===== config.mk =====
export PLATFORM = sky130hd
export DESIGN_NAME = cdb_arbiter_flat
export DESIGN_NICKNAME = d
export VERILOG_FILES = /design/src/rtl/cdb_arbiter_pkg.sv /design/src/rtl/cdb_arbiter_if.sv /design/src/rtl/cdb_fifo.sv /design/src/rtl/cdb_arbiter.sv /design/src/flat_wrapper.sv
export SDC_FILE = /design/constraint.sdc
export NUM_CORES = 1
export LEC_CHECK = 0
export CAP_MARGIN = 40
export CORE_MARGIN = 4
export CORE_UTILIZATION = 49
export DETAILED_ROUTE_END_ITERATION = 16
export DONT_BUFFER_PORTS = 1
export GPL_ROUTABILITY_DRIVEN = 1
export PLACE_DENSITY = 0.77
export SYNTH_ARGS = -nofsm -noshare
export SYNTH_HDL_FRONTEND = slang
export SYNTH_SLANG_ARGS = --single-unit

===== constraint.sdc =====
create_clock -name clk -period 4 [get_ports clk]
set_input_delay 0.4 -clock clk [delete_from_list [all_inputs] [get_ports clk]]
set_output_delay 0.4 -clock clk [all_outputs]
set_load 0.005 [all_outputs]

===== src/rtl/cdb_arbiter_pkg.sv =====
// rtl/cdb_arbiter_pkg.sv - shared widths, source encoding and helpers for the CDB arbiter
package cdb_arbiter_pkg;

    localparam int ROB_ADDR_LEN = 4;
    localparam int DATA_LEN     = 32;
    localparam int ADDR_LEN     = 32;

    typedef enum logic {
        SRC_ALU = 1'b0,
        SRC_SLB = 1'b1
    } cdb_src_e;

    // Occupancy must represent DEPTH itself, hence one bit beyond the pointer width.
    function automatic int cnt_width(input int depth);
        return $clog2(depth) + 1;
    endfunction

endpackage


===== src/rtl/cdb_arbiter_if.sv =====
// rtl/cdb_arbiter_if.sv - producer handshakes and completion broadcast of the CDB arbiter
interface cdb_arbiter_if
    import cdb_arbiter_pkg::*;
#(
    parameter int ROB_W  = ROB_ADDR_LEN,
    parameter int DATA_W = DATA_LEN,
    parameter int ADDR_W = ADDR_LEN
);

    logic              alu_valid;
    logic              alu_ready;
    logic [ROB_W-1:0]  alu_robnum;
    logic [DATA_W-1:0] alu_data;
    logic              alu_need_jump;
    logic [ADDR_W-1:0] alu_true_pc;

    logic              slb_valid;
    logic              slb_ready;
    logic [ROB_W-1:0]  slb_robnum;
    logic [DATA_W-1:0] slb_data;

    logic              cdb_valid;
    logic              cdb_src;
    logic [ROB_W-1:0]  cdb_robnum;
    logic [DATA_W-1:0] cdb_data;
    logic              cdb_need_jump;
    logic [ADDR_W-1:0] cdb_true_pc;

    modport slave (
        input  alu_valid, alu_robnum, alu_data, alu_need_jump, alu_true_pc,
        output alu_ready,
        input  slb_valid, slb_robnum, slb_data,
        output slb_ready,
        output cdb_valid, cdb_src, cdb_robnum, cdb_data, cdb_need_jump, cdb_true_pc
    );

    modport master (
        output alu_valid, alu_robnum, alu_data, alu_need_jump, alu_true_pc,
        input  alu_ready,
        output slb_valid, slb_robnum, slb_data,
        input  slb_ready,
        input  cdb_valid, cdb_src, cdb_robnum, cdb_data, cdb_need_jump, cdb_true_pc
    );

endinterface


===== src/rtl/cdb_fifo.sv =====
// rtl/cdb_fifo.sv - small power-of-two FIFO buffering one producer's completions
module cdb_fifo
    import cdb_arbiter_pkg::*;
#(
    parameter int WIDTH = 8,
    parameter int DEPTH = 2
) (
    input  logic             clk,
    input  logic             rst,
    input  logic             push,
    input  logic             pop,
    input  logic             flush,
    input  logic [WIDTH-1:0] push_data,
    output logic             full,
    output logic             empty,
    output logic [WIDTH-1:0] head
);

    localparam int PTR_W = $clog2(DEPTH);
    localparam int CNT_W = cnt_width(DEPTH);

    logic [WIDTH-1:0] mem [DEPTH];
    logic [PTR_W-1:0] rd_ptr;
    logic [PTR_W-1:0] wr_ptr;
    logic [CNT_W-1:0] count;
    logic             wr_en;
    logic             rd_en;

    assign full  = (count == CNT_W'(DEPTH));
    assign empty = (count == '0);
    assign head  = mem[rd_ptr];
    assign wr_en = push && !full;
    assign rd_en = pop && !empty;

    // Pointers wrap naturally because DEPTH is a power of two.
    always_ff @(posedge clk or posedge rst) begin
        if (rst) begin
            rd_ptr <= '0;
            wr_ptr <= '0;
            count  <= '0;
        end else if (flush) begin
            rd_ptr <= '0;
            wr_ptr <= '0;
            count  <= '0;
        end else begin
            if (wr_en) begin
                wr_ptr <= wr_ptr + 1'b1;
            end
            if (rd_en) begin
                rd_ptr <= rd_ptr + 1'b1;
            end
            case ({wr_en, rd_en})
                2'b10:   count <= count + 1'b1;
                2'b01:   count <= count - 1'b1;
                default: count <= count;
            endcase
        end
    end

    always_ff @(posedge clk) begin
        if (wr_en && !flush) begin
            mem[wr_ptr] <= push_data;
        end
    end

endmodule


===== src/rtl/cdb_arbiter.sv =====
// rtl/cdb_arbiter.sv - round-robin sharing of the ROB completion port between ALU and SLB
module cdb_arbiter
    import cdb_arbiter_pkg::*;
#(
    parameter int ROB_W      = ROB_ADDR_LEN,
    parameter int DATA_W     = DATA_LEN,
    parameter int ADDR_W     = ADDR_LEN,
    parameter int FIFO_DEPTH = 2
) (
    input  logic         clk,
    input  logic         rst,
    input  logic         rdy,
    input  logic         has_misbranch,
    cdb_arbiter_if.slave bus
);

    localparam int ALU_W = ROB_W + DATA_W + 1 + ADDR_W;
    localparam int SLB_W = ROB_W + DATA_W;

    logic             flush;
    logic             alu_push;
    logic             slb_push;
    logic             alu_full;
    logic             alu_empty;
    logic             slb_full;
    logic             slb_empty;
    logic [ALU_W-1:0] alu_head;
    logic [SLB_W-1:0] slb_head;
    logic             grant_alu;
    logic             grant_slb;
    cdb_src_e         last_grant;

    assign flush         = rdy && has_misbranch;
    assign bus.alu_ready = !rst && rdy && !alu_full;
    assign bus.slb_ready = !rst && rdy && !slb_full;
    // A push coinciding with a flush is dropped rather than surviving it.
    assign alu_push      = bus.alu_valid && bus.alu_ready && !has_misbranch;
    assign slb_push      = bus.slb_valid && bus.slb_ready && !has_misbranch;

    cdb_fifo #(
        .WIDTH (ALU_W),
        .DEPTH (FIFO_DEPTH)
    ) u_alu_fifo (
        .clk       (clk),
        .rst       (rst),
        .push      (alu_push),
        .pop       (grant_alu),
        .flush     (flush),
        .push_data ({bus.alu_robnum, bus.alu_data, bus.alu_need_jump, bus.alu_true_pc}),
        .full      (alu_full),
        .empty     (alu_empty),
        .head      (alu_head)
    );

    cdb_fifo #(
        .WIDTH (SLB_W),
        .DEPTH (FIFO_DEPTH)
    ) u_slb_fifo (
        .clk       (clk),
        .rst       (rst),
        .push      (slb_push),
        .pop       (grant_slb),
        .flush     (flush),
        .push_data ({bus.slb_robnum, bus.slb_data}),
        .full      (slb_full),
        .empty     (slb_empty),
        .head      (slb_head)
    );

    always_comb begin
        grant_alu = 1'b0;
        grant_slb = 1'b0;
        if (rdy && !has_misbranch) begin
            if (!alu_empty && !slb_empty) begin
                if (last_grant == SRC_SLB) begin
                    grant_alu = 1'b1;
                end else begin
                    grant_slb = 1'b1;
                end
            end else if (!alu_empty) begin
                grant_alu = 1'b1;
            end else if (!slb_empty) begin
                grant_slb = 1'b1;
            end
        end
    end

    // Payload registers hold on idle cycles; only cdb_valid drops.
    always_ff @(posedge clk or posedge rst) begin
        if (rst) begin
            bus.cdb_valid     <= 1'b0;
            bus.cdb_src       <= SRC_ALU;
            bus.cdb_robnum    <= '0;
            bus.cdb_data      <= '0;
            bus.cdb_need_jump <= 1'b0;
            bus.cdb_true_pc   <= '0;
            last_grant        <= SRC_SLB;
        end else if (rdy) begin
            if (has_misbranch) begin
                bus.cdb_valid <= 1'b0;
            end else if (grant_alu) begin
                bus.cdb_valid     <= 1'b1;
                bus.cdb_src       <= SRC_ALU;
                bus.cdb_robnum    <= alu_head[ALU_W-1 -: ROB_W];
                bus.cdb_data      <= alu_head[ADDR_W+1 +: DATA_W];
                bus.cdb_need_jump <= alu_head[ADDR_W];
                bus.cdb_true_pc   <= alu_head[ADDR_W-1:0];
                last_grant        <= SRC_ALU;
            end else if (grant_slb) begin
                bus.cdb_valid     <= 1'b1;
                bus.cdb_src       <= SRC_SLB;
                bus.cdb_robnum    <= slb_head[SLB_W-1 -: ROB_W];
                bus.cdb_data      <= slb_head[DATA_W-1:0];
                bus.cdb_need_jump <= 1'b0;
                bus.cdb_true_pc   <= '0;
                last_grant        <= SRC_SLB;
            end else begin
                bus.cdb_valid <= 1'b0;
            end
        end
    end

endmodule


===== src/flat_wrapper.sv =====
// flat-port wrapper written by rule: the top's interface ports become plain ports
module cdb_arbiter_flat import cdb_arbiter_pkg::*;
#(
    parameter int ROB_W      = ROB_ADDR_LEN,
    parameter int DATA_W     = DATA_LEN,
    parameter int ADDR_W     = ADDR_LEN,
    parameter int FIFO_DEPTH = 2
)
  (clk, rst, rdy, has_misbranch, bus_alu_valid, bus_alu_robnum, bus_alu_data, bus_alu_need_jump, bus_alu_true_pc, bus_alu_ready, bus_slb_valid, bus_slb_robnum, bus_slb_data, bus_slb_ready, bus_cdb_valid, bus_cdb_src, bus_cdb_robnum, bus_cdb_data, bus_cdb_need_jump, bus_cdb_true_pc);
  cdb_arbiter_if #(.ROB_W(ROB_W), .DATA_W(DATA_W), .ADDR_W(ADDR_W)) bus_i ();
  input  logic clk;
  input  logic rst;
  input  logic rdy;
  input  logic has_misbranch;
  input wire logic [$bits(bus_i.alu_valid)-1:0] bus_alu_valid;
  input wire logic [$bits(bus_i.alu_robnum)-1:0] bus_alu_robnum;
  input wire logic [$bits(bus_i.alu_data)-1:0] bus_alu_data;
  input wire logic [$bits(bus_i.alu_need_jump)-1:0] bus_alu_need_jump;
  input wire logic [$bits(bus_i.alu_true_pc)-1:0] bus_alu_true_pc;
  output wire logic [$bits(bus_i.alu_ready)-1:0] bus_alu_ready;
  input wire logic [$bits(bus_i.slb_valid)-1:0] bus_slb_valid;
  input wire logic [$bits(bus_i.slb_robnum)-1:0] bus_slb_robnum;
  input wire logic [$bits(bus_i.slb_data)-1:0] bus_slb_data;
  output wire logic [$bits(bus_i.slb_ready)-1:0] bus_slb_ready;
  output wire logic [$bits(bus_i.cdb_valid)-1:0] bus_cdb_valid;
  output wire logic [$bits(bus_i.cdb_src)-1:0] bus_cdb_src;
  output wire logic [$bits(bus_i.cdb_robnum)-1:0] bus_cdb_robnum;
  output wire logic [$bits(bus_i.cdb_data)-1:0] bus_cdb_data;
  output wire logic [$bits(bus_i.cdb_need_jump)-1:0] bus_cdb_need_jump;
  output wire logic [$bits(bus_i.cdb_true_pc)-1:0] bus_cdb_true_pc;
  assign bus_i.alu_valid = bus_alu_valid;
  assign bus_i.alu_robnum = bus_alu_robnum;
  assign bus_i.alu_data = bus_alu_data;
  assign bus_i.alu_need_jump = bus_alu_need_jump;
  assign bus_i.alu_true_pc = bus_alu_true_pc;
  assign bus_alu_ready = bus_i.alu_ready;
  assign bus_i.slb_valid = bus_slb_valid;
  assign bus_i.slb_robnum = bus_slb_robnum;
  assign bus_i.slb_data = bus_slb_data;
  assign bus_slb_ready = bus_i.slb_ready;
  assign bus_cdb_valid = bus_i.cdb_valid;
  assign bus_cdb_src = bus_i.cdb_src;
  assign bus_cdb_robnum = bus_i.cdb_robnum;
  assign bus_cdb_data = bus_i.cdb_data;
  assign bus_cdb_need_jump = bus_i.cdb_need_jump;
  assign bus_cdb_true_pc = bus_i.cdb_true_pc;
  cdb_arbiter #(.ROB_W(ROB_W), .DATA_W(DATA_W), .ADDR_W(ADDR_W), .FIFO_DEPTH(FIFO_DEPTH)) u_core (.clk(clk), .rst(rst), .rdy(rdy), .has_misbranch(has_misbranch), .bus(bus_i));
endmodule

Word-level counts from Yosys, hierarchy flattened. Memory sizes are Yosys's and may differ from the RTL's. Cells that the tools add are included.

Register bits: 80. Latch bits: 0. Memory bits (writable): 210. ROM bits: 0. Bits of input ports: 111. Output and inout bits: 73. Word-level logic and storage cells: 101. Memories: 2.

Memories: u_core.u_alu_fifo.mem (depth 2, width 69, rd ports 1, clocked after Yosys merged registers in 0, wr ports 1, RTL line cdb_fifo.sv:22) `logic [WIDTH-1:0] mem [DEPTH];`; u_core.u_slb_fifo.mem (depth 2, width 36, rd ports 1, clocked after Yosys merged registers in 0, wr ports 1, RTL line cdb_fifo.sv:22).

$add $sub $neg: 8. $mul: 0. Divide/modulo/power cells: 0. Order comparisons: 0. Eq/ne operators: 6. Shifts and indexed selects: 0. Multiplexer cells: 38. Bitwise operators: 1. Reduce and logical (&&, ||, !) cells: 33.

Operators with widths (number): $mux W32 (4); $mux W1 (28); $logic_and A1 B1 Y1 (16); $reduce_bool A2 Y1 (5); $eq A2 B2 Y1 const B (4); $mux W4 (2); $pmux W2 S2 (2); $logic_not A1 Y1 (7); $reduce_bool A3 Y1 (2); $add A1 B1 Y1 const B (4); $add A2 B1 Y2 const B (2); $eq A2 B1 Y1 const B (2); $logic_not A2 Y1 (2); $mux W2 (2); $sub A2 B1 Y2 const B (2); $reduce_and A3 Y1 (1); $not A1 Y1 (1).

Logic depth before layout (Yosys ltp). Gate-level depths: netlist (run 1).

Word-level depth: 9. Mapped depth: 8. Depth with buffers taken out: 7.

By module. Synthesis (run 1) repeated with hierarchy kept, for this count alone.

Cell total of the unflattened synthesis: 680. Area, all modules: 11891.4 um^2.

By module, submodules not included: cdb_fifo at u_core.u_alu_fifo (times used 1, cells an instance 242, area an instance 5196.2 um^2, sequential area each 4244.1 um^2); cdb_arbiter (times used 1, cells an instance 299, area an instance 3871.2 um^2, sequential area each 1803.0 um^2); cdb_fifo at u_core.u_slb_fifo (times used 1, cells an instance 139, area an instance 2824.0 um^2, sequential area each 2262.2 um^2).

Least setup slack after synthesis (run 1). Ideal clock, no wire load.

Path type: input port to flip-flop. Start point: input has_misbranch. End point: memory u_core.u_alu_fifo.mem[0][0] in the netlist's numbering, enable pin. Library setup time: 497 ps. Arrival: 3763 ps. Required time: 3503 ps. Slack: -259 ps. Stages: 4. Buffers on the path: 0. Cells stage by stage: nand2b_1 -> nor2_1 -> nand3_1 -> nor2_1.

Longest elaborated chain between the ends: 6. Elaborated cells between the ends (all ways): 8. Those cells by class: mux: 2; reduce/logical: 6.

RTL lines: from (decl) (RTL line flat_wrapper.sv:14) `input logic has_misbranch;`; $logic_not A1 Y1 (RTL line cdb_arbiter.sv:37) `assign alu_push = bus.alu_valid && bus.alu_ready && !has_misbranch;`; $logic_and A1 B1 Y1 (RTL line cdb_arbiter.sv:37); $logic_and A1 B1 Y1 (RTL line cdb_fifo.sv:32) `assign wr_en = push && !full;`; $logic_and A1 B1 Y1 * (RTL line cdb_fifo.sv:61) `if (wr_en && !flush) begin`; $mux W1 * (RTL line cdb_fifo.sv:61); $mux W1 (not written as such) * (RTL line cdb_fifo.sv:62) `mem[wr_ptr] <= push_data;`; to (decl) (RTL line cdb_fifo.sv:22).

Every way passes the cells marked *; elsewhere a longest branch is shown, timed or not.

Worst setup path in the final report (run 1).
Start point: input rst. End point: output bus_slb_ready.

Longest elaborated chain between the ends: 3.

RTL lines: from (decl) (RTL line flat_wrapper.sv:12) `input logic rst;`; $logic_not A1 Y1 (RTL line cdb_arbiter.sv:35) `assign bus.slb_ready = !rst && rdy && !slb_full;`; $logic_and A1 B1 Y1 (2 in a row) (RTL line cdb_arbiter.sv:35); to (decl) (RTL line flat_wrapper.sv:24) `output wire logic [$bits(bus_i.slb_ready)-1:0] bus_slb_ready;`.

No other way between the ends.

==> impl_metrics.prom, run 1 <==
# TYPE chip_impl_metric gauge
chip_impl_metric{name="via_count_of_the_first_global_routing_pass",unit=""} 6454
chip_impl_metric{name="finalCriticalPeriod",unit="ns"} 2.27
chip_impl_metric{name="ant_nets",unit=""} 0
chip_impl_metric{name="floorplan.die.height",unit="um"} 157
chip_impl_metric{name="synth.net_count",unit=""} 768
chip_impl_metric{name="path_clk_slew",unit="ns"} 0.06
chip_impl_metric{name="postLayoutSetupSlackWorst",unit="ns"} 1.73
chip_impl_metric{name="post_drt_wl_per_cell",unit="um"} 21.0
chip_impl_metric{name="route.detailed.vias_per_inst",unit=""} 5.34
chip_impl_metric{name="total_iterations_of_the_first_detailed_routing_run",unit=""} 4
chip_impl_info{name="critical_path.startpoint_type",value="input pin"} 1
chip_impl_metric{name="max_stage_delay",unit="ns"} 0.56
chip_impl_metric{name="final_util",unit="%"} 60.9
chip_impl_metric{name="pin_count",unit=""} 184
chip_impl_metric{name="max-clock-path-buffers",unit=""} 3
chip_impl_metric{name="relative_slew_margins",unit="%"} 53.1
chip_impl_metric{name="die_width",unit="um"} 157
chip_impl_metric{name="cts_inserted_buffers",unit=""} 29
chip_impl_metric{name="cts_resized",unit=""} 0
chip_impl_metric{name="gp_congestion",unit=""} 0.802
chip_impl_metric{name="hold_fails_final_rpt",unit=""} 0
chip_impl_metric{name="clock_sink_count",unit=""} 290
chip_impl_info{name="cts_root_buffer",value="clkbuf_16"} 1
chip_impl_info{name="cp_slowest_cell",value="dlygate4sd3_1"} 1
chip_impl_info{name="path_delay_family",value="buffers and inverters"} 1
chip_impl_metric{name="initial_core_util",unit="%"} 49.8
chip_impl_metric{name="post_route_cells_drive_above_1_share",unit="%"} 8.17
chip_impl_metric{name="placement_stage_worst_setup_slack",unit="ns"} 1.73
chip_impl_metric{name="fin_area",unit="mm2"} 0.0133
chip_impl_metric{name="cts_post_setup_buffers_inserted",unit=""} 0
chip_impl_metric{name="distinct_cell_type_count_of_the_synthesized_netlist",unit=""} 29
chip_impl_metric{name="clock_tree.htree_level_count",unit=""} 1
chip_impl_info{name="most-common-layout-cells",value="210 x edfxtp_1, 107 x mux2i_1, 107 x dlygate4sd3_1"} 1
chip_impl_info{name="worstPathCellList",value="dlygate4sd3_1 > clkinv_2 > and3_1"} 1
chip_impl_metric{name="yosys_warnings",unit=""} 0
chip_impl_metric{name="final-setup-viol-count",unit=""} 0
chip_impl_metric{name="totalNegativeSetupSlack",unit="ns"} 0
chip_impl_metric{name="route.vias.total",unit=""} 5764
chip_impl_metric{name="detailed_place_hpwl",unit="um"} 14300
chip_impl_metric{name="design.core.area",unit="mm2"} 0.0218
chip_impl_info{name="setup.worst_path.class",value="in -> out"} 1
chip_impl_metric{name="area_delta_synth_final",unit="%"} 22.4
chip_impl_info{name="cts_tree",value="yes"} 1
chip_impl_metric{name="post_synth_inst_count",unit=""} 655
chip_impl_metric{name="highest_clock_rate",unit="GHz"} 0.441
chip_impl_metric{name="grt_max_degree",unit=""} 70
chip_impl_info{name="most_frequent_standard_cell_in_the_layout_excluding_fill_and_tap_cells",value="edfxtp_1"} 1
chip_impl_metric{name="cp.buffers_inverters",unit=""} 2
chip_impl_metric{name="drcViolationCount",unit=""} 0
chip_impl_metric{name="timing.hold.ws",unit="ns"} 0.118
chip_impl_info{name="outcome",value="finished, final reports clean"} 1
chip_impl_metric{name="final_nets",unit=""} 887
chip_impl_metric{name="ir_worst_vdd",unit="V"} 0.000334
chip_impl_metric{name="critical_path.max_fanout",unit=""} 35
chip_impl_info{name="hold_path_class",value="in -> reg"} 1
chip_impl_metric{name="final-max-slew-violation-count",unit=""} 0
chip_impl_metric{name="arrival",unit="ns"} 1.87
chip_impl_metric{name="antenna_found_initial",unit=""} 4
chip_impl_metric{name="postPlaceCellArea",unit="mm2"} 0.0113
chip_impl_metric{name="cts-hold-fix-buffers",unit=""} 107
chip_impl_metric{name="grtUsageTotal",unit="%"} 18.3
chip_impl_metric{name="dieArea",unit="mm2"} 0.0246
chip_impl_metric{name="totalWireLength",unit="um"} 22700
chip_impl_metric{name="yosysSeqAreaShare",unit="%"} 76.5
chip_impl_metric{name="timing.max_cap.violations",unit=""} 0
chip_impl_metric{name="worst_tran_pin_value",unit="ns"} 0.704
chip_impl_metric{name="power.static_leakage",unit="nW"} 4.75
chip_impl_metric{name="postSynthRegisterBits",unit=""} 290
chip_impl_metric{name="clock_skew",unit="ns"} 0.0133
chip_impl_info{name="rsz_0062_raised_after_global_routing",value="false"} 1
chip_impl_metric{name="synthesis.area_per_instance",unit="um2"} 16.6
chip_impl_metric{name="fill_cells",unit=""} 1508
chip_impl_metric{name="grt-ovfl-total",unit=""} 0
chip_impl_metric{name="crit_required",unit="ns"} 3.60
chip_impl_metric{name="fp-row-count",unit=""} 54
chip_impl_metric{name="period_share",unit="%"} 56.6
chip_impl_metric{name="clk-insertion-delay-late",unit="ns"} 0.52
chip_impl_metric{name="io_buffers",unit=""} 0
chip_impl_metric{name="drt-initial-drc-count",unit=""} 320
chip_impl_metric{name="grt_first_pass_wirelength",unit="um"} 35300
chip_impl_info{name="setup.worst_path.end_class",value="output port"} 1
chip_impl_metric{name="synth_cell_area",unit="mm2"} 0.0109
chip_impl_metric{name="power.density",unit="mW/mm2"} 598
[worst min-delay path, cell delays in order]
cell	delay, ns
nand2_1	0.06
nand2_1	0.08
mux2i_1	0.07
[metal layers]
metal / GRT usage (%) / wire [um] / share of wire (%) / up-vias
met4: 3.88 / 403 / 1.8 / 0
li1: - / - / - / 2660
met1: 21.9 / 8760 / 39 / 2881
met5: 0 / 0 / 0 / -
met3: 6.19 / 1890 / 8.3 / 32
met2: 32.5 / 11600 / 51 / 191
[sequential cells by signal, indices dropped and copies added (netlist names)]
register and count:
u_core.u_alu_fifo.wr_ptr 1, u_core.u_alu_fifo.mem 138, u_core.bus.cdb_valid 1, u_core.u_slb_fifo.rd_ptr 1, u_core.u_slb_fifo.wr_ptr 1, u_core.u_alu_fifo.count 2
u_core.u_alu_fifo.rd_ptr 1, u_core.bus.cdb_need_jump 1, u_core.bus.cdb_true_pc 32, u_core.bus.cdb_data 32, u_core.last_grant 1, u_core.u_slb_fifo.count 2
u_core.bus.cdb_robnum 4, u_core.bus.cdb_src 1, u_core.u_slb_fifo.mem 72
[path summary, 6_finish.rpt]
kind | end | cells after the start | slack (ns) | start
max | bus_slb_ready | 3 | 1.73 | rst
min | u_core.u_alu_fifo.wr_ptr | 3 | 0.12 | rdy
max reg2reg | u_core.u_alu_fifo.count[1] | 7 | 1.75 | u_core.u_slb_fifo.count[0]
min reg2reg | u_core.bus.cdb_data[20] | 2 | 0.52 | u_core.bus.cdb_data[20]
max in group asynchronous | u_core.u_slb_fifo.rd_ptr | 3 | 2.46 | rst
min in group asynchronous | u_core.u_slb_fifo.count[0] | 2 | 0.40 | rst
[stage by stage]
step | power, W | std cells
2_1_floorplan | 0.00502 | 655
3_3_place_gp | 0.00531 | 909
3_5_place_dp | 0.00545 | 916
4_1_cts | 0.00801 | 1076
5_1_grt | 0.00836 | 1080
6_report | 0.00795 | 1080
[cell families (layout without fill, tap and decap cells)]
kind of cell,after synthesis,count (layout),share of synthesized area (%)
simple gates,97,97,3.67
other cells,0,4,0
mux,144,144,13.7
compound gates,80,80,3.85
buf+inv,37,178,1.66
fa+ha+maj,2,2,0.230
xor+xnor,5,5,0.403
flops,290,290,76.5
[cell type report]
cell class	count	area, um2	area share [%]
repair buffers	120	1300	9.79
clock inverters	10	55.1	0.414
inverters	5	20.0	0.151
well taps	280	350	2.64
flip-flops and latches	290	8310	62.6
clock buffers	43	818	6.16
multi-input cells	328	2420	18.2
diodes	4	10.0	0.0753
[cell usage after synthesis]
cell,number,area [um2]
and2b_1,1,7.51
ha_1,2,25.0
dfstp_2,1,26.3
buf_4,6,45.0
nor2_1,12,45.0
nor3_1,1,5.00
mux2_1,34,383
xor2_1,3,26.3
inv_1,5,18.8
a21o_1,1,7.51
nor2_4,1,11.3
o221ai_2,1,15.0
nand3_1,2,10.0
or3_1,2,12.5
mux2_2,3,33.8
edfxtp_1,210,6310
clkbuf_1,11,41.3
o21ai_0,39,195
a21oi_1,3,15.0
o21ai_1,34,170
o21a_1,2,15.0
dfrtp_1,79,1980
and2_1,1,6.26
nand2_1,72,270
and3_1,2,12.5
mux2i_1,107,1070
nand2b_1,3,18.8
xnor2_1,2,17.5
buf_2,15,75.1
[where the power goes]
part / switching, W / leakage [nW] / total, W / internal, W
combinational: 0.000768 / 1.40 / 0.00146 / 0.000692
clock: 0.00105 / 0.428 / 0.00246 / 0.00141
sequential: 0.000410 / 2.92 / 0.00403 / 0.00362
(Power assumes the default switching activity.)
==> inputs of run 2 (changes only) <==
Clock period 4 ns to 1.9 ns, I/O delays scaled along.
==> run 2 against run 1 <==
  * Clock power rose by 120%
  * Highest routed layer unchanged
  * Routed wire length rose by 2.6%
  * Clock-buffer cell count fell by 9
  * Global-route usage up 0.17 points
  * Core utilization rose by 0.88 points
  * Sequential share of layout area shrank 0.87 points
  * Critical path depth up 3
  * Worst setup slack worse by 1.7 ns
  * Sequential cell count unchanged
  * Critical path type is now reg -> reg
==> impl_metrics.prom, run 2 (synthesis gave the netlist of run 1 again) <==
# TYPE chip_impl_metric gauge
chip_impl_metric{name="clock_tree.htree_level_count",unit=""} 1
chip_impl_metric{name="cts_inserted_buffers",unit=""} 28
chip_impl_metric{name="max-clock-path-buffers",unit=""} 3
chip_impl_metric{name="relative_slew_margins",unit="%"} 51.0
chip_impl_metric{name="post_drt_wl_per_cell",unit="um"} 21.4
chip_impl_info{name="setup.worst_path.end_class",value="register"} 1
chip_impl_metric{name="final-max-slew-violation-count",unit=""} 0
chip_impl_info{name="highest-signal-layer",value="met4"} 1
chip_impl_info{name="critical_path.startpoint_type",value="register"} 1
chip_impl_metric{name="total_iterations_of_the_first_detailed_routing_run",unit=""} 4
chip_impl_metric{name="final-setup-viol-count",unit=""} 0
chip_impl_metric{name="gp_congestion",unit=""} 0.809
chip_impl_metric{name="postLayoutSetupSlackWorst",unit="ns"} 0.0828
chip_impl_metric{name="cts_post_setup_buffers_inserted",unit=""} 0
chip_impl_info{name="worstHoldStart",value="bus_slb_valid"} 1
chip_impl_metric{name="internal_power",unit="W"} 0.0124
chip_impl_metric{name="comb_power_share",unit="%"} 19.0
chip_impl_info{name="hold_path_class",value="in -> reg"} 1
chip_impl_metric{name="final_nets",unit=""} 896
chip_impl_metric{name="totalWireLength",unit="um"} 23300
chip_impl_metric{name="ir_worst_vdd",unit="V"} 0.000705
chip_impl_metric{name="path_clk_slew",unit="ns"} 0.06
chip_impl_metric{name="area_delta_synth_final",unit="%"} 24.1
chip_impl_info{name="reg_top3",value="u_core.u_alu_fifo.mem (138), u_core.u_slb_fifo.mem (72)"} 1
chip_impl_metric{name="design.core.area",unit="mm2"} 0.0218
chip_impl_metric{name="wl_met2",unit="um"} 12000
chip_impl_metric{name="max_stage_delay",unit="ns"} 0.45
chip_impl_metric{name="drcViolationCount",unit=""} 0
chip_impl_metric{name="dieArea",unit="mm2"} 0.0246
chip_impl_metric{name="timing.max_cap.violations",unit=""} 0
chip_impl_info{name="worstPathCellList",value="nor2_4 > o221ai_4 > inv_1 > ha_1 > or3_1 > a21oi_1"} 1
chip_impl_metric{name="grt_max_degree",unit=""} 50
chip_impl_metric{name="via_count_of_the_first_global_routing_pass",unit=""} 6474
chip_impl_metric{name="critical_path.max_fanout",unit=""} 5
chip_impl_metric{name="crit_required",unit="ns"} 2.35
chip_impl_metric{name="die_width",unit="um"} 157
chip_impl_metric{name="hold-path-cell-count",unit=""} 3
chip_impl_metric{name="power_frac_seq",unit="%"} 49.2
chip_impl_metric{name="regToRegSetupSlack",unit="ns"} 0.08
chip_impl_info{name="cts_tree",value="yes"} 1
chip_impl_info{name="most-common-layout-cells",value="210 x edfxtp_1, 109 x dlygate4sd3_1, 107 x mux2i_1"} 1
chip_impl_metric{name="timing.hold.ws",unit="ns"} 0.0186
chip_impl_info{name="largest-register",value="u_core.u_alu_fifo.mem"} 1
chip_impl_metric{name="antenna_found_initial",unit=""} 1
chip_impl_metric{name="arrival",unit="ns"} 2.26
chip_impl_metric{name="fp-row-count",unit=""} 54
chip_impl_metric{name="pin_count",unit=""} 184
chip_impl_metric{name="switching_share",unit="%"} 28.0
chip_impl_metric{name="clock_skew",unit="ns"} 0.00680
chip_impl_metric{name="route.met3.wl",unit="um"} 2210
chip_impl_info{name="min_delay_worst_endpoint",value="u_core.u_slb_fifo.wr_ptr"} 1
chip_impl_info{name="worstReg2RegStart",value="u_core.u_slb_fifo.count[0]"} 1
chip_impl_metric{name="clk-insertion-delay-late",unit="ns"} 0.53
chip_impl_metric{name="finalCriticalPeriod",unit="ns"} 1.82
chip_impl_metric{name="power.net_switching",unit="W"} 0.00483
chip_impl_metric{name="placement_stage_worst_setup_slack",unit="ns"} 0.0901
chip_impl_metric{name="hold_fails_final_rpt",unit=""} 0
chip_impl_metric{name="share_clk_of_total_power",unit="%"} 31.9
chip_impl_metric{name="route.detailed.vias_per_inst",unit=""} 5.38
chip_impl_info{name="r2r-end",value="u_core.u_alu_fifo.count[1]"} 1
chip_impl_info{name="setup.worst_path.class",value="reg -> reg"} 1
chip_impl_metric{name="power.static_leakage",unit="nW"} 4.82
chip_impl_metric{name="cell_depth_of_the_worst_flop_to_flop_path",unit=""} 6
chip_impl_metric{name="post_route_cells_drive_above_1_share",unit="%"} 10.8
chip_impl_metric{name="detailed_place_hpwl",unit="um"} 14100
chip_impl_metric{name="power.density",unit="mW/mm2"} 1280
chip_impl_info{name="outcome",value="finished, final reports clean"} 1
chip_impl_metric{name="period_share",unit="%"} 95.6
chip_impl_metric{name="initial_core_util",unit="%"} 49.8
chip_impl_metric{name="worst_tran_pin_value",unit="ns"} 0.735
chip_impl_metric{name="grt-ovfl-total",unit=""} 0
chip_impl_metric{name="route.vias.total",unit=""} 5847
chip_impl_info{name="most_frequent_standard_cell_in_the_layout_excluding_fill_and_tap_cells",value="edfxtp_1"} 1
chip_impl_metric{name="grtUsageTotal",unit="%"} 18.5
chip_impl_metric{name="ant_nets",unit=""} 0
chip_impl_metric{name="drt-initial-drc-count",unit=""} 370
chip_impl_metric{name="io_buffers",unit=""} 0
chip_impl_info{name="cts_root_buffer",value="clkbuf_16"} 1
chip_impl_metric{name="floorplan.die.height",unit="um"} 157
chip_impl_metric{name="m1WireLength",unit="um"} 8610
chip_impl_metric{name="grt_first_pass_wirelength",unit="um"} 35300
chip_impl_info{name="rsz_0062_raised_after_global_routing",value="false"} 1
chip_impl_metric{name="highest_clock_rate",unit="GHz"} 0.550
chip_impl_metric{name="post-layout-total-power",unit="W"} 0.0172
chip_impl_info{name="cp_slowest_cell",value="dfrtp_2"} 1
chip_impl_metric{name="largest_reg_flops",unit=""} 138
chip_impl_metric{name="clock_sink_count",unit=""} 290
==> run 2: power by group through the flow <==
stage,Clock (W),Sequential (W),Combinational (W)
after detailed placement,0,0.00860,0.00302
after CTS,0.00561,0.00848,0.00325
final,0.00549,0.00848,0.00327
after global routing,0.00588,0.00858,0.00359
after floorplan,0,0.00817,0.00244
after global placement,0,0.00856,0.00287
==> run 2: area by class of cell <==
cell class | instances | area (um2)
Antenna cell | 2 | 5.00
Multi-Input combinational cell | 328 | 2450
Clock inverter | 18 | 148
Sequential cell | 290 | 8320
Clock buffer | 34 | 796
Inverter | 5 | 22.5
Timing Repair Buffer | 130 | 1390
Fill cell | 1500 | 8340
Tap cell | 280 | 350
==> run 2: how the worst max path moves through the flow <==
stage / slack, ns / end / startpoint
finish: 0.08 / u_core.u_alu_fifo.count[1] / u_core.u_slb_fifo.count[0]
global route: 0.01 / u_core.u_alu_fifo.count[1] / u_core.u_slb_fifo.count[0]
CTS: 0.07 / u_core.u_slb_fifo.count[1] / u_core.u_alu_fifo.count[1]
detailed placement: 0.09 / u_core.u_slb_fifo.count[1] / u_core.u_alu_fifo.count[1]
global placement: 0.13 / u_core.u_slb_fifo.count[1] / u_core.u_alu_fifo.count[1]
floorplan: -0.24 / u_core.u_alu_fifo.mem[0][0] / u_core.u_alu_fifo.count[0]
==> run 2: through the flow <==
step	instance area (um2)	cells	TNS, ns	utilization, %
after global routing	13500	1086	0	61.8
after floorplan	10900	655	-47.64	-
final	13500	1087	0	61.8
after detailed placement	11400	924	0	52.4
after global placement	11400	924	0	52.4
after CTS	13500	1085	0	61.7
==> run 2: repair_timing <==
action	in CTS	in global routing
endpoints found under the hold margin	297	0
resized for setup	0	4
setup endpoints to repair	0	2
hold buffers	109	0
==> run 2: layer usage <==
layer	vias up	global-route usage, %
li1	2671	-
met1	2936	21.6
met2	203	33.1
met3	37	6.05
met4	0	4.59
met5	-	0.397
==> run 2: critical path: cells and delay by family, from the launching register on <==
family / cells / cell delay [ns]
flops: 1 / 0.45
fa+ha+maj: 1 / 0.27
simple gates: 2 / 0.59
buf+inv: 1 / 0.11
compound gates: 2 / 0.32
==> inputs of run 3 (changes only) <==
Clock period 1.9 ns to 1.5 ns, I/O delays scaled along.
==> run 3 against run 2 <==
  * Largest cell class unchanged
  * Final cell count rose by 7.4%
  * The flow now finishes with violations (setup timing)
  * Clock power rose by 33%
  * First-iteration DRC count rose by 9.5%
  * Power rose by 40%
  * Via count rose by 10%
  * Global-route usage rose by 3.6 points
  * Sequential cell count did not move
  * Combinational power rose by 89%
==> impl_metrics.prom, run 3 (synthesis gave the netlist of run 1 again) <==
# TYPE chip_impl_metric gauge
chip_impl_info{name="rsz_0062_raised_after_global_routing",value="true"} 1
chip_impl_metric{name="relative_slew_margins",unit="%"} 58.8
chip_impl_info{name="worstPathCellList",value="buf_6 > o221ai_4 > inv_2 > ha_4 > xnor2_1 > or3_1 > a21oi_1"} 1
chip_impl_metric{name="detailed_place_hpwl",unit="um"} 14600
chip_impl_info{name="outcome",value="complete, but fails checks"} 1
chip_impl_info{name="setup.worst_path.class",value="reg -> reg"} 1
chip_impl_metric{name="clock_skew",unit="ns"} 0.00924
chip_impl_info{name="reg_top3",value="u_core.u_alu_fifo.mem (138), u_core.u_slb_fifo.mem (72)"} 1
chip_impl_metric{name="grt-ovfl-total",unit=""} 0
chip_impl_metric{name="path_clk_slew",unit="ns"} 0.06
chip_impl_metric{name="design.core.area",unit="mm2"} 0.0218
chip_impl_metric{name="final-setup-viol-count",unit=""} 278
chip_impl_metric{name="timing.max_cap.violations",unit=""} 0
chip_impl_metric{name="total_iterations_of_the_first_detailed_routing_run",unit=""} 4
chip_impl_metric{name="ir_worst_vdd",unit="V"} 0.00131
chip_impl_metric{name="final_nets",unit=""} 975
chip_impl_metric{name="post_route_cells_drive_above_1_share",unit="%"} 25.2
chip_impl_info{name="critical_path.startpoint_type",value="register"} 1
chip_impl_metric{name="crit_required",unit="ns"} 1.95
chip_impl_metric{name="grt_first_pass_wirelength",unit="um"} 41000
chip_impl_info{name="violations",value="setup timing"} 1
chip_impl_metric{name="final-max-slew-violation-count",unit=""} 0
chip_impl_metric{name="ant_nets",unit=""} 0
chip_impl_metric{name="highest_clock_rate",unit="GHz"} 0.575
chip_impl_metric{name="totalWireLength",unit="um"} 29300
chip_impl_metric{name="floorplan.die.height",unit="um"} 157
chip_impl_metric{name="postLayoutSetupSlackWorst",unit="ns"} -0.239
chip_impl_metric{name="gp_congestion",unit=""} 0.830
chip_impl_metric{name="grt_max_degree",unit=""} 43
chip_impl_info{name="most_frequent_standard_cell_in_the_layout_excluding_fill_and_tap_cells",value="edfxtp_1"} 1
chip_impl_metric{name="post_drt_wl_per_cell",unit="um"} 25.1
chip_impl_metric{name="period_share",unit="%"} 116
chip_impl_metric{name="largest_reg_flops",unit=""} 138
chip_impl_metric{name="route.vias.total",unit=""} 6445
chip_impl_metric{name="clock_sink_count",unit=""} 290
chip_impl_metric{name="clock_tree.htree_level_count",unit=""} 1
chip_impl_info{name="cp_slowest_cell",value="dfrtp_1"} 1
chip_impl_info{name="largest-register",value="u_core.u_alu_fifo.mem"} 1
chip_impl_metric{name="grtUsageTotal",unit="%"} 22.1
chip_impl_info{name="hold_path_class",value="in -> async"} 1
chip_impl_metric{name="finalCriticalPeriod",unit="ns"} 1.74
chip_impl_metric{name="initial_core_util",unit="%"} 49.8
chip_impl_metric{name="area_delta_synth_final",unit="%"} 39.6
chip_impl_metric{name="post-layout-total-power",unit="W"} 0.0241
chip_impl_metric{name="drcViolationCount",unit=""} 0
chip_impl_metric{name="pin_count",unit=""} 184
chip_impl_metric{name="cts_inserted_buffers",unit=""} 29
chip_impl_info{name="cts_root_buffer",value="clkbuf_16"} 1
chip_impl_metric{name="die_width",unit="um"} 157
chip_impl_metric{name="worst_tran_pin_value",unit="ns"} 0.617
chip_impl_metric{name="critical_path.max_fanout",unit=""} 3
chip_impl_metric{name="cell_depth_of_the_worst_flop_to_flop_path",unit=""} 7
chip_impl_metric{name="fp-row-count",unit=""} 54
chip_impl_metric{name="max_stage_delay",unit="ns"} 0.42
chip_impl_metric{name="drt-initial-drc-count",unit=""} 405
chip_impl_metric{name="power.density",unit="mW/mm2"} 1590
chip_impl_metric{name="power.static_leakage",unit="nW"} 5.71
chip_impl_metric{name="clk-insertion-delay-late",unit="ns"} 0.53
chip_impl_metric{name="arrival",unit="ns"} 2.19
chip_impl_info{name="cts_tree",value="yes"} 1
chip_impl_metric{name="max-clock-path-buffers",unit=""} 3
chip_impl_metric{name="hold_fails_final_rpt",unit=""} 0
chip_impl_metric{name="antenna_found_initial",unit=""} 2
chip_impl_metric{name="via_count_of_the_first_global_routing_pass",unit=""} 7049
chip_impl_metric{name="route.detailed.vias_per_inst",unit=""} 5.52
chip_impl_info{name="setup.worst_path.end_class",value="register"} 1
chip_impl_info{name="most-common-layout-cells",value="210 x edfxtp_1, 110 x dlygate4sd3_1, 107 x mux2i_1"} 1
chip_impl_metric{name="dieArea",unit="mm2"} 0.0246
chip_impl_metric{name="io_buffers",unit=""} 0
chip_impl_metric{name="placement_stage_worst_setup_slack",unit="ns"} -0.240
[run 3: changes by cell type in the layout (fill, tap and decap cells not counted), moves of 9 or more]
cell	before	now
buf_12	11	20
buf_16	0	19
buf_4	9	29
buf_6	1	14
clkbuf_16	30	40
mux2_1	34	7
mux2_4	0	28
o21ai_0	39	30
o21ai_1	34	16
o21ai_2	0	27
[run 3: final timing paths]
| check | from | endpoint | slack [ns] |
|---|---|---|---|
| worst max-delay path | u_core.u_alu_fifo.count[0] | u_core.u_alu_fifo.count[1] | -0.24 |
| worst min-delay path | rst | u_core.u_slb_fifo.count[1] | 0.06 |
| worst max register to register | u_core.u_alu_fifo.count[0] | u_core.u_alu_fifo.count[1] | -0.24 |
| worst min register to register | u_core.bus.cdb_data[16] | u_core.bus.cdb_data[16] | 0.51 |
| max in group asynchronous | rst | u_core.bus.cdb_data[31] | 0.61 |
| min in group clk | rdy | u_core.last_grant | 0.12 |
[run 3: per-layer routing]
metal / global-route usage (%) / up-vias / wire [um]
met5: 0 / - / 0
met4: 6.53 / 0 / 819
met3: 6.60 / 63 / 2420
met2: 39.7 / 260 / 15200
met1: 25.6 / 3248 / 10900
li1: - / 2874 / -
[run 3: timing repair]
item / 4_1_cts / 5_1_grt
pin swaps: 16 / 19
cloned: 17 / 13
hold endpoints to repair: 298 / 0
hold buffers: 110 / 0
gates resized for setup: 78 / 43
setup endpoints to repair: 219 / 286
setup buffers: 23 / 13
[run 3: worst max-delay path, delay by kind of cell (launching register included)]
kind	cells	cell delay, ns
compound gates	2	0.39
simple gates	1	0.32
fa+ha+maj	1	0.16
buf+inv	2	0.23
xor+xnor	1	0.14
flops	1	0.42
[run 3: area by class of cell]
| type | count | area, um2 |
|---|---|---|
| Multi-Input combinational cell | 328 | 2700 |
| Clock inverter | 17 | 198 |
| Sequential cell | 290 | 8310 |
| Clock buffer | 36 | 772 |
| Inverter | 5 | 22.5 |
| Tap cell | 280 | 350 |
| Timing Repair Buffer | 208 | 2800 |
| Antenna cell | 3 | 7.51 |
| Fill cell | 1343 | 6660 |
[run 3: where the power goes]
group | total [W] | switching (W) | internal (W)
Clock | 0.00730 | 0.00296 | 0.00434
Sequential | 0.0106 | 0.000948 | 0.00966
Combinational | 0.00618 | 0.00302 | 0.00316
Total | 0.0241 | 0.00692 | 0.0172
[run 3: stage by stage]
stage                     cells  area, um2  TNS, ns  hold WS [ns]  util (%)
after floorplan             655      10900  -104.68         0.246         -
after global placement      937      11600    -4.91       -0.0709      53.0
after detailed placement    937      11600   -13.81       -0.0682      53.0
after CTS                  1140      14600   -21.10        0.0367      66.9
after global routing       1166      15200   -46.20        0.0486      69.5
final                      1167      15200   -28.11        0.0573      69.5
